## config.mk

```make
export PLATFORM = sky130hd
export DESIGN_NAME = fetch_unit
export DESIGN_NICKNAME = d
export VERILOG_FILES = /design/src/rtl/fetch_pkg.sv /design/src/rtl/next_pc_sel.sv /design/src/rtl/fetch_unit.sv
export SDC_FILE = /design/constraint.sdc
export NUM_CORES = 1
export LEC_CHECK = 0
export CAP_MARGIN = 20
export CELL_PAD_IN_SITES_DETAIL_PLACEMENT = 1
export CELL_PAD_IN_SITES_GLOBAL_PLACEMENT = 1
export CORE_MARGIN = 3
export CORE_UTILIZATION = 31
export CTS_BUF_LIST = sky130_fd_sc_hd__clkbuf_2
export CTS_CLUSTER_SIZE = 14
export DETAILED_ROUTE_END_ITERATION = 10
export PLACE_DENSITY_LB_ADDON = 0.3
export SYNTH_ARGS = -nofsm -noshare
export SYNTH_HDL_FRONTEND = slang
export SYNTH_SLANG_ARGS = --single-unit
```

## constraint.sdc

```tcl
create_clock -name clk_i -period 2.4 [get_ports clk_i]
set_input_delay 0.36 -clock clk_i [delete_from_list [all_inputs] [get_ports clk_i]]
set_output_delay 0.36 -clock clk_i [all_outputs]
set_load 0.02 [all_outputs]
```

## src/rtl/fetch_pkg.sv

```systemverilog
// Shared types and constants for the instruction-fetch stage.
// No logic; imported by next_pc_sel and fetch_unit.
// No flow control of its own.
package fetch_pkg;

    typedef enum logic [1:0] {PC_SEQ, PC_BRANCH, PC_JUMP, PC_JR} pc_src_e;

    typedef enum logic [1:0] {S_BOOT, S_RUN, S_HALT} fetch_state_e;

    localparam logic [1:0] BR_NONE = 2'b00;
    localparam logic [1:0] BR_EQ   = 2'b01;
    localparam logic [1:0] BR_NE   = 2'b10;

    localparam int JMP_J_BIT    = 0;
    localparam int JMP_JR_BIT   = 1;
    localparam int JMP_LINK_BIT = 2;

    localparam logic [31:0] NOP_INSTR = 32'h0;

endpackage

```

## src/rtl/next_pc_sel.sv

```systemverilog
// Resolves decode branch/jump controls into a PC source and a target address.
// Purely combinational, zero latency.
// No flow control; the caller decides whether the redirect is accepted.
module next_pc_sel
    import fetch_pkg::*;
(
    input  logic [1:0]  branch,
    input  logic        equal,
    input  logic [2:0]  jump,
    input  logic [31:0] imm,
    input  logic [25:0] jaddr,
    input  logic [31:0] jr_target,
    input  logic [31:0] pc_plus4,
    output pc_src_e     pc_src,
    output logic [31:0] target
);

    // The link bit only matters to writeback, not to where fetch goes next.
    logic unused_link;
    assign unused_link = jump[JMP_LINK_BIT];

    always_comb begin
        pc_src = PC_SEQ;
        if (jump[JMP_JR_BIT]) begin
            pc_src = PC_JR;
        end else if (jump[JMP_J_BIT]) begin
            pc_src = PC_JUMP;
        end else if (branch != BR_NONE) begin
            if ((branch == BR_EQ && equal) || (branch == BR_NE && !equal)) begin
                pc_src = PC_BRANCH;
            end
        end
    end

    always_comb begin
        case (pc_src)
            PC_JR:   target = jr_target;
            PC_JUMP: target = {pc_plus4[31:28], jaddr, 2'b00};
            default: target = pc_plus4 + {imm[29:0], 2'b00};
        endcase
    end

endmodule

```

## src/rtl/fetch_unit.sv

```systemverilog
// IF stage: PC register, instruction-memory request and IF/ID pipeline register.
// Latency: address in cycle N returns on instr_o in N+1; a redirect costs one bubble.
// Backpressure: stall_i freezes PC and IF/ID; imem_ready_i=0 holds PC and inserts bubbles.
module fetch_unit
    import fetch_pkg::*;
#(
    parameter logic [31:0] RESET_PC = 32'h0000_0000
) (
    input  logic        clk_i,
    input  logic        rst_ni,
    input  logic        stall_i,
    input  logic [1:0]  branch_i,
    input  logic        equal_i,
    input  logic [2:0]  jump_i,
    input  logic [31:0] imm_i,
    input  logic [25:0] jaddr_i,
    input  logic [31:0] jr_target_i,
    output logic        imem_req_o,
    output logic [31:0] imem_addr_o,
    input  logic [31:0] imem_rdata_i,
    input  logic        imem_ready_i,
    output logic [31:0] instr_o,
    output logic [31:0] pc_plus4_o,
    output logic        valid_o,
    output logic        redirect_o,
    output logic        halt_o
);

    fetch_state_e state, state_nxt;
    logic [31:0]  pc, pc_nxt;
    logic [31:0]  ifid_instr, ifid_pc4;
    logic         ifid_vld;
    pc_src_e      pc_src;
    logic [31:0]  target;
    logic         redirect, misaligned;

    next_pc_sel u_next_pc_sel (
        .branch    (branch_i),
        .equal     (equal_i),
        .jump      (jump_i),
        .imm       (imm_i),
        .jaddr     (jaddr_i),
        .jr_target (jr_target_i),
        .pc_plus4  (ifid_pc4),
        .pc_src    (pc_src),
        .target    (target)
    );

    // Decode only owns a real instruction when IF/ID is valid; a stalled redirect is re-presented later.
    assign redirect   = (pc_src != PC_SEQ) && ifid_vld && !stall_i && (state == S_RUN);
    assign misaligned = (target[1:0] != 2'b00);

    always_comb begin
        state_nxt = state;
        case (state)
            S_BOOT:  state_nxt = S_RUN;
            S_RUN:   if (redirect && misaligned) state_nxt = S_HALT;
            default: state_nxt = state;
        endcase
    end

    always_comb begin
        pc_nxt = pc;
        if (state == S_RUN) begin
            if (redirect) begin
                if (!misaligned) pc_nxt = target;
            end else if (!stall_i && imem_ready_i) begin
                pc_nxt = pc + 32'd4;
            end
        end
    end

    always_ff @(posedge clk_i or negedge rst_ni) begin
        if (!rst_ni) begin
            state <= S_BOOT;
            pc    <= RESET_PC;
        end else begin
            state <= state_nxt;
            pc    <= pc_nxt;
        end
    end

    always_ff @(posedge clk_i or negedge rst_ni) begin
        if (!rst_ni) begin
            ifid_instr <= NOP_INSTR;
            ifid_pc4   <= 32'h0;
            ifid_vld   <= 1'b0;
        end else if (redirect || state != S_RUN) begin
            ifid_instr <= NOP_INSTR;
            ifid_vld   <= 1'b0;
        end else if (stall_i) begin
            ifid_instr <= ifid_instr;
            ifid_vld   <= ifid_vld;
        end else if (imem_ready_i) begin
            ifid_instr <= imem_rdata_i;
            ifid_pc4   <= pc + 32'd4;
            ifid_vld   <= 1'b1;
        end else begin
            ifid_instr <= NOP_INSTR;
            ifid_vld   <= 1'b0;
        end
    end

    assign imem_req_o  = (state == S_RUN);
    assign imem_addr_o = pc;
    assign instr_o     = ifid_instr;
    assign pc_plus4_o  = ifid_pc4;
    assign valid_o     = ifid_vld;
    assign redirect_o  = redirect;
    assign halt_o      = (state == S_HALT);

endmodule

```

Yosys cells after proc, flatten, opt, wreduce, memory -nomap -nowiden
Index checks and enable logic that the tools add are counted.

Register bits after elaboration: 99. Bits of input ports: 132. Output and inout bits: 100. Word-level logic and storage cells: 55.

$add $sub $neg: 2. Eq/ne operators: 10. Multiplexer cells: 16. Bitwise gates (word level): 2. Reductions and logical operators: 20.

Operator list (number): $mux 32 (6); $pmux 32 s2 (1); $add 32x3->32 const B (1); $add 32x32->32 (1); $reduce_bool 2->1 (5); $eq 2x2->1 const B (4); $mux 2 (4); $logic_and 1x1->1 (7); $ne 2x1->1 const B (3); $reduce_and 3->1 (2); $eq 2x1->1 const B (2); $mux 1 (4); $pmux 2 s2 (1); $logic_not 1->1 (2); $logic_not 2->1 (1); $logic_or 1x1->1 (2); $ne 2x2->1 const B (1); $not 1->1 (2); $reduce_and 2->1 (1).

Depth between registers and ports, before layout
Depth in word-level cells: 14. Gate-level depth with buffers: 10. Mapped depth without buffers: 10.

Modules after synthesis
From an unflattened synthesis, not the netlist that was laid out.

Cells, all modules: 765. Area total of the unflattened synthesis: 6759.0 um^2.

Modules (own cells, without submodules): fetch_unit (instances 1, cells each 474, area each 4720.8 um^2, sequential area each 2477.4 um^2); next_pc_sel (instances 1, cells each 291, area each 2038.2 um^2, sequential area each 0.0 um^2).

Least setup slack after synthesis
No wires, ideal clock.

Kind: register to register. Start: reg ifid_pc4[2] (netlist: pc_plus4_o[2]). End: reg pc[24] (netlist: imem_addr_o[24]). Library setup time: 0.078 ns. Arrival time: 2.674 ns. Data required time: 2.322 ns. Slack: -0.352 ns. Cell stages (with the launch flop): 11. Buffers on the path: 0. Period minus slack after synthesis: 2.752 ns. Path through: dfrtp_1 > ha_1 > fa_1 > a211oi_1 > o21ai_0 > a21o_1 > a311o_1 > a21oi_1 > o21ai_0 > xnor2_1 > a21oi_1.

Word-level cells in the longest chain between the ends: 4.

RTL lines: from (decl) (RTL line fetch_unit.sv:31) `logic [31:0] ifid_instr, ifid_pc4;`; from (signal assigned) (RTL line fetch_unit.sv:96) `ifid_pc4 <= pc + 32'd4;`; $add 32x32->32 (RTL line next_pc_sel.sv:39) `default: target = pc_plus4 + {imm[29:0], 2'b00};`; $pmux 32 s2 (RTL line next_pc_sel.sv:36) `case (pc_src)`; $mux 32 (RTL line fetch_unit.sv:66) `if (!misaligned) pc_nxt = target;`; $mux 32 (RTL line fetch_unit.sv:65) `if (redirect) begin`; to (signal assigned) (RTL line fetch_unit.sv:79) `pc <= pc_nxt;`; to (decl) (RTL line fetch_unit.sv:30) `logic [31:0] pc, pc_nxt;`.

No other way between the ends. The select of a mux whose other input is x is not followed. A chain may end at the register's enable or synchronous reset.

Worst setup path after layout
Start: reg ifid_pc4[2] (netlist: pc_plus4_o[2]). End: reg pc[20] (netlist: imem_addr_o[20]).

The elaborated chain is that of the path after synthesis.

==> flow_summary.ini <==
[final_layout]
seqCellArea_sq_um = 2490
layout.nets = 1334
final_common_cell = clkdlybuf4s50_1
multi_input_area_sq_um = 4470
final_cell_mix = 222 x clkdlybuf4s50_1, 171 x buf_4, 91 x dfrtp_1, 89 x nand2_1, 67 x o21ai_0
fin_util = 0.527
fillerInstances = 2455
area_growth_pct = 65.0
drive_gt1_frac = 0.242

[placed_design]
hpwlAfterDp_mm = 23.0
io_buffer_count = 228
gp_congestion = 0.931

[routing]
drc_errors = 0
ant_nets = 0
post_drt_wl_per_cell_um = 21.8
dr.pass1.iters = 4
num_vias = 8074
drt-total-wl_mm = 31.7
vias_per_cell = 5.56
drt_iter0_markers = 455

[synth]
synth_warnings = 0
synth_nets = 964
syn_area_per_cell_sq_um = 8.49
async_flop_share = 1.00
synth_seq_area_share = 0.364
synth_enable_flop_cells = 0
synth_seq_cells = 99
synth.distinct_cells = 67
synth_cells = 801
synth-main-ff-cell = dfrtp_1
syn_area_sq_um = 6800

[timing]
finalClockSkew_ns = 0.0441
fin_crit_sh = 1.13
hold_slack_ns = 0.238
fin_ws_ns = -0.305
finalHoldViolations = 0
fmax_ghz = 0.370
slew_headroom = 0.602
final_max_slew_viol_count = 0
period_needed_ns = 2.70
rsz0062_at_grt = true
setup_viol = 17
tightest_slew_ns = 0.596

[cts]
h-tree-depth = 3
cts_buffers = 9
clock_path_buffers = 2
clockRootBuffer = clkbuf_2
clock_latency_ns = 0.65
cts.clk_slew.worst_paths_ns = 0.33
clock-sinks = 99
cts_tree = yes

[global_routing]
antenna_found_initial = 1
grt_max_degree = 96
gr-total-overflow = 0
grt_pass1_wl_mm = 48.2
track_usage = 0.253
grt_pass1_vias = 8648

[power_and_ir_drop]
irDropWorstVdd_uv = 436
p_per_area_nw_per_um2 = 1100
leakagePower_uw = 0.00489

[outcome]
violations = negative setup slack
outcome = finished with violations

[floorplan]
rows = 53
die_width_um = 154
dieArea_sq_um = 23800
core_area_sq_um = 21300
io_pins = 232
start_util = 0.320
die_h_um = 154

[worst_setup_path]
reg2reg_slack_ns = -0.30
arrival_ns = 3.30
reg2reg_to = imem_addr_o[20]$_DFFE_PN0P_
startpoint = pc_plus4_o[2]$_DFFE_PN0P_
worstPathMaxFanout = 2
path_class = reg2reg
crit_required_ns = 3.00
rr_worst_depth = 10
crit_path_start_kind = register
cp-end-kind = register
r2r-start = pc_plus4_o[2]$_DFFE_PN0P_

[hold_path]
min_path_type = in2async

[job]
maxCapViolCount = 0
## power by group
group / switching, uW / leakage (uW) / total, uW / internal [uW]
clock: 702 / 0.0000610 / 859 / 158
combinational: 4520 / 0.00357 / 8770 / 4250
sequential: 540 / 0.00126 / 2770 / 2230
total: 5760 / 0.00489 / 12400 / 6630
## per-layer routing
metal / GRT usage / part of all wire / vias up
met2: 0.408 / 0.47 / 336
met1: 0.342 / 0.43 / 4010
met3: 0.0560 / 0.078 / 49
met4: 0.0749 / 0.020 / 0
li1: - / - / 3679
met5: 0 / 0 / -
## synthesized netlist by cell type, drive strengths merged (3+ instances only)
cell	n	area [sq um]
o21a	10	75.1
nor2b	3	18.8
o221ai	3	26.3
a31oi	6	37.5
nor3	17	108
nand3	31	160
a211o	7	61.3
nand3b	3	22.5
nor4	4	25.0
nand2b	3	18.8
or2	3	18.8
o31ai	5	37.5
nor2	48	180
inv	8	30.0
or3	3	18.8
xor2	23	201
o21ai	89	445
o22ai	3	18.8
nand2	92	345
nand4	12	90.1
a211oi	9	67.6
mux2i	10	100
clkbuf	48	180
a21o	23	174
and2	8	53.8
a21oi	75	375
ha	30	375
and4	5	45.0
a22oi	3	22.5
buf	7	28.8
xnor2	28	245
o21bai	4	30.0
and3	10	62.6
a22o	32	280
dfrtp	99	2480
o211ai	5	37.5
a221oi	6	52.6
## cell type report
class	count	area share
multi-input cells	639	0.398
repair buffers	414	0.337
flip-flops and latches	99	0.222
well taps	275	0.0307
clock inverters	7	0.00546
clock buffers	9	0.00401
inverters	8	0.00290
diodes	1	0.000223
## worst max-delay path by stage
stage | end | slack, ns
2_1_floorplan | imem_addr_o[24]$_DFFE_PN0P_ | -0.09
3_3_place_gp | imem_addr_o[24]$_DFFE_PN0P_ | -0.61
3_5_place_dp | imem_addr_o[24]$_DFFE_PN0P_ | -0.75
4_1_cts | imem_addr_o[24]$_DFFE_PN0P_ | -0.24
5_1_grt | imem_addr_o[24]$_DFFE_PN0P_ | -0.41
6_report | imem_addr_o[20]$_DFFE_PN0P_ | -0.30
## worst max-delay path, stage by stage, from the launching register on
cell      delay [ns]
dfrtp_2         0.51
ha_4            0.17
fa_2            0.38
a211oi_4        0.26
o21ai_2         0.12
a21o_1          0.25
a311o_1         0.37
a21oi_2         0.21
buf_4           0.16
xor2_4          0.17
a21oi_2         0.06
## what timing repair did
| action | CTS | global route |
|---|---|---|
| setup endpoints to repair | 24 | 31 |
| pin swaps | 48 | 56 |
| hold buffers | 2 | 0 |
| buffers inserted | 14 | 10 |
| hold endpoints to repair | 99 | 0 |
| gates resized for setup | 58 | 54 |
## registers in the layout, indices dropped and copies added, names as in the netlist
name / count
pc_plus4_o: 32
state: 2
imem_addr_o: 32
instr_o: 32
valid_o: 1
## per-stage QoR
step	instances	area, sq um	setup slack (ns)	TNS [ns]	total power [uW]
final	1452	11200	-0.305	-1.88	12400
after global routing	1452	11200	-0.406	-4.14	13200
after CTS	1444	10900	-0.245	-1.94	11800
after detailed placement	1413	10500	-0.746	-15.86	10400
after global placement	1413	10500	-0.615	-12.19	10300
after floorplan	801	6830	-0.0854	-0.105	6470
## logic make-up (layout without fill, tap and decap cells)
kind of cell / count (synthesis) / count (layout) / synth area share
AOI/OAI and AO/OA: 298 / 298 / 0.281
and+or+nand+nor: 248 / 248 / 0.180
DFF: 99 / 99 / 0.364
buffers and inverters: 63 / 438 / 0.0351
xor gates and xnor gates: 51 / 51 / 0.0657
adders and majority gates: 31 / 31 / 0.0581
muxes: 11 / 11 / 0.0164
other: 0 / 1 / 0
Power figures use the tool's default switching activity.
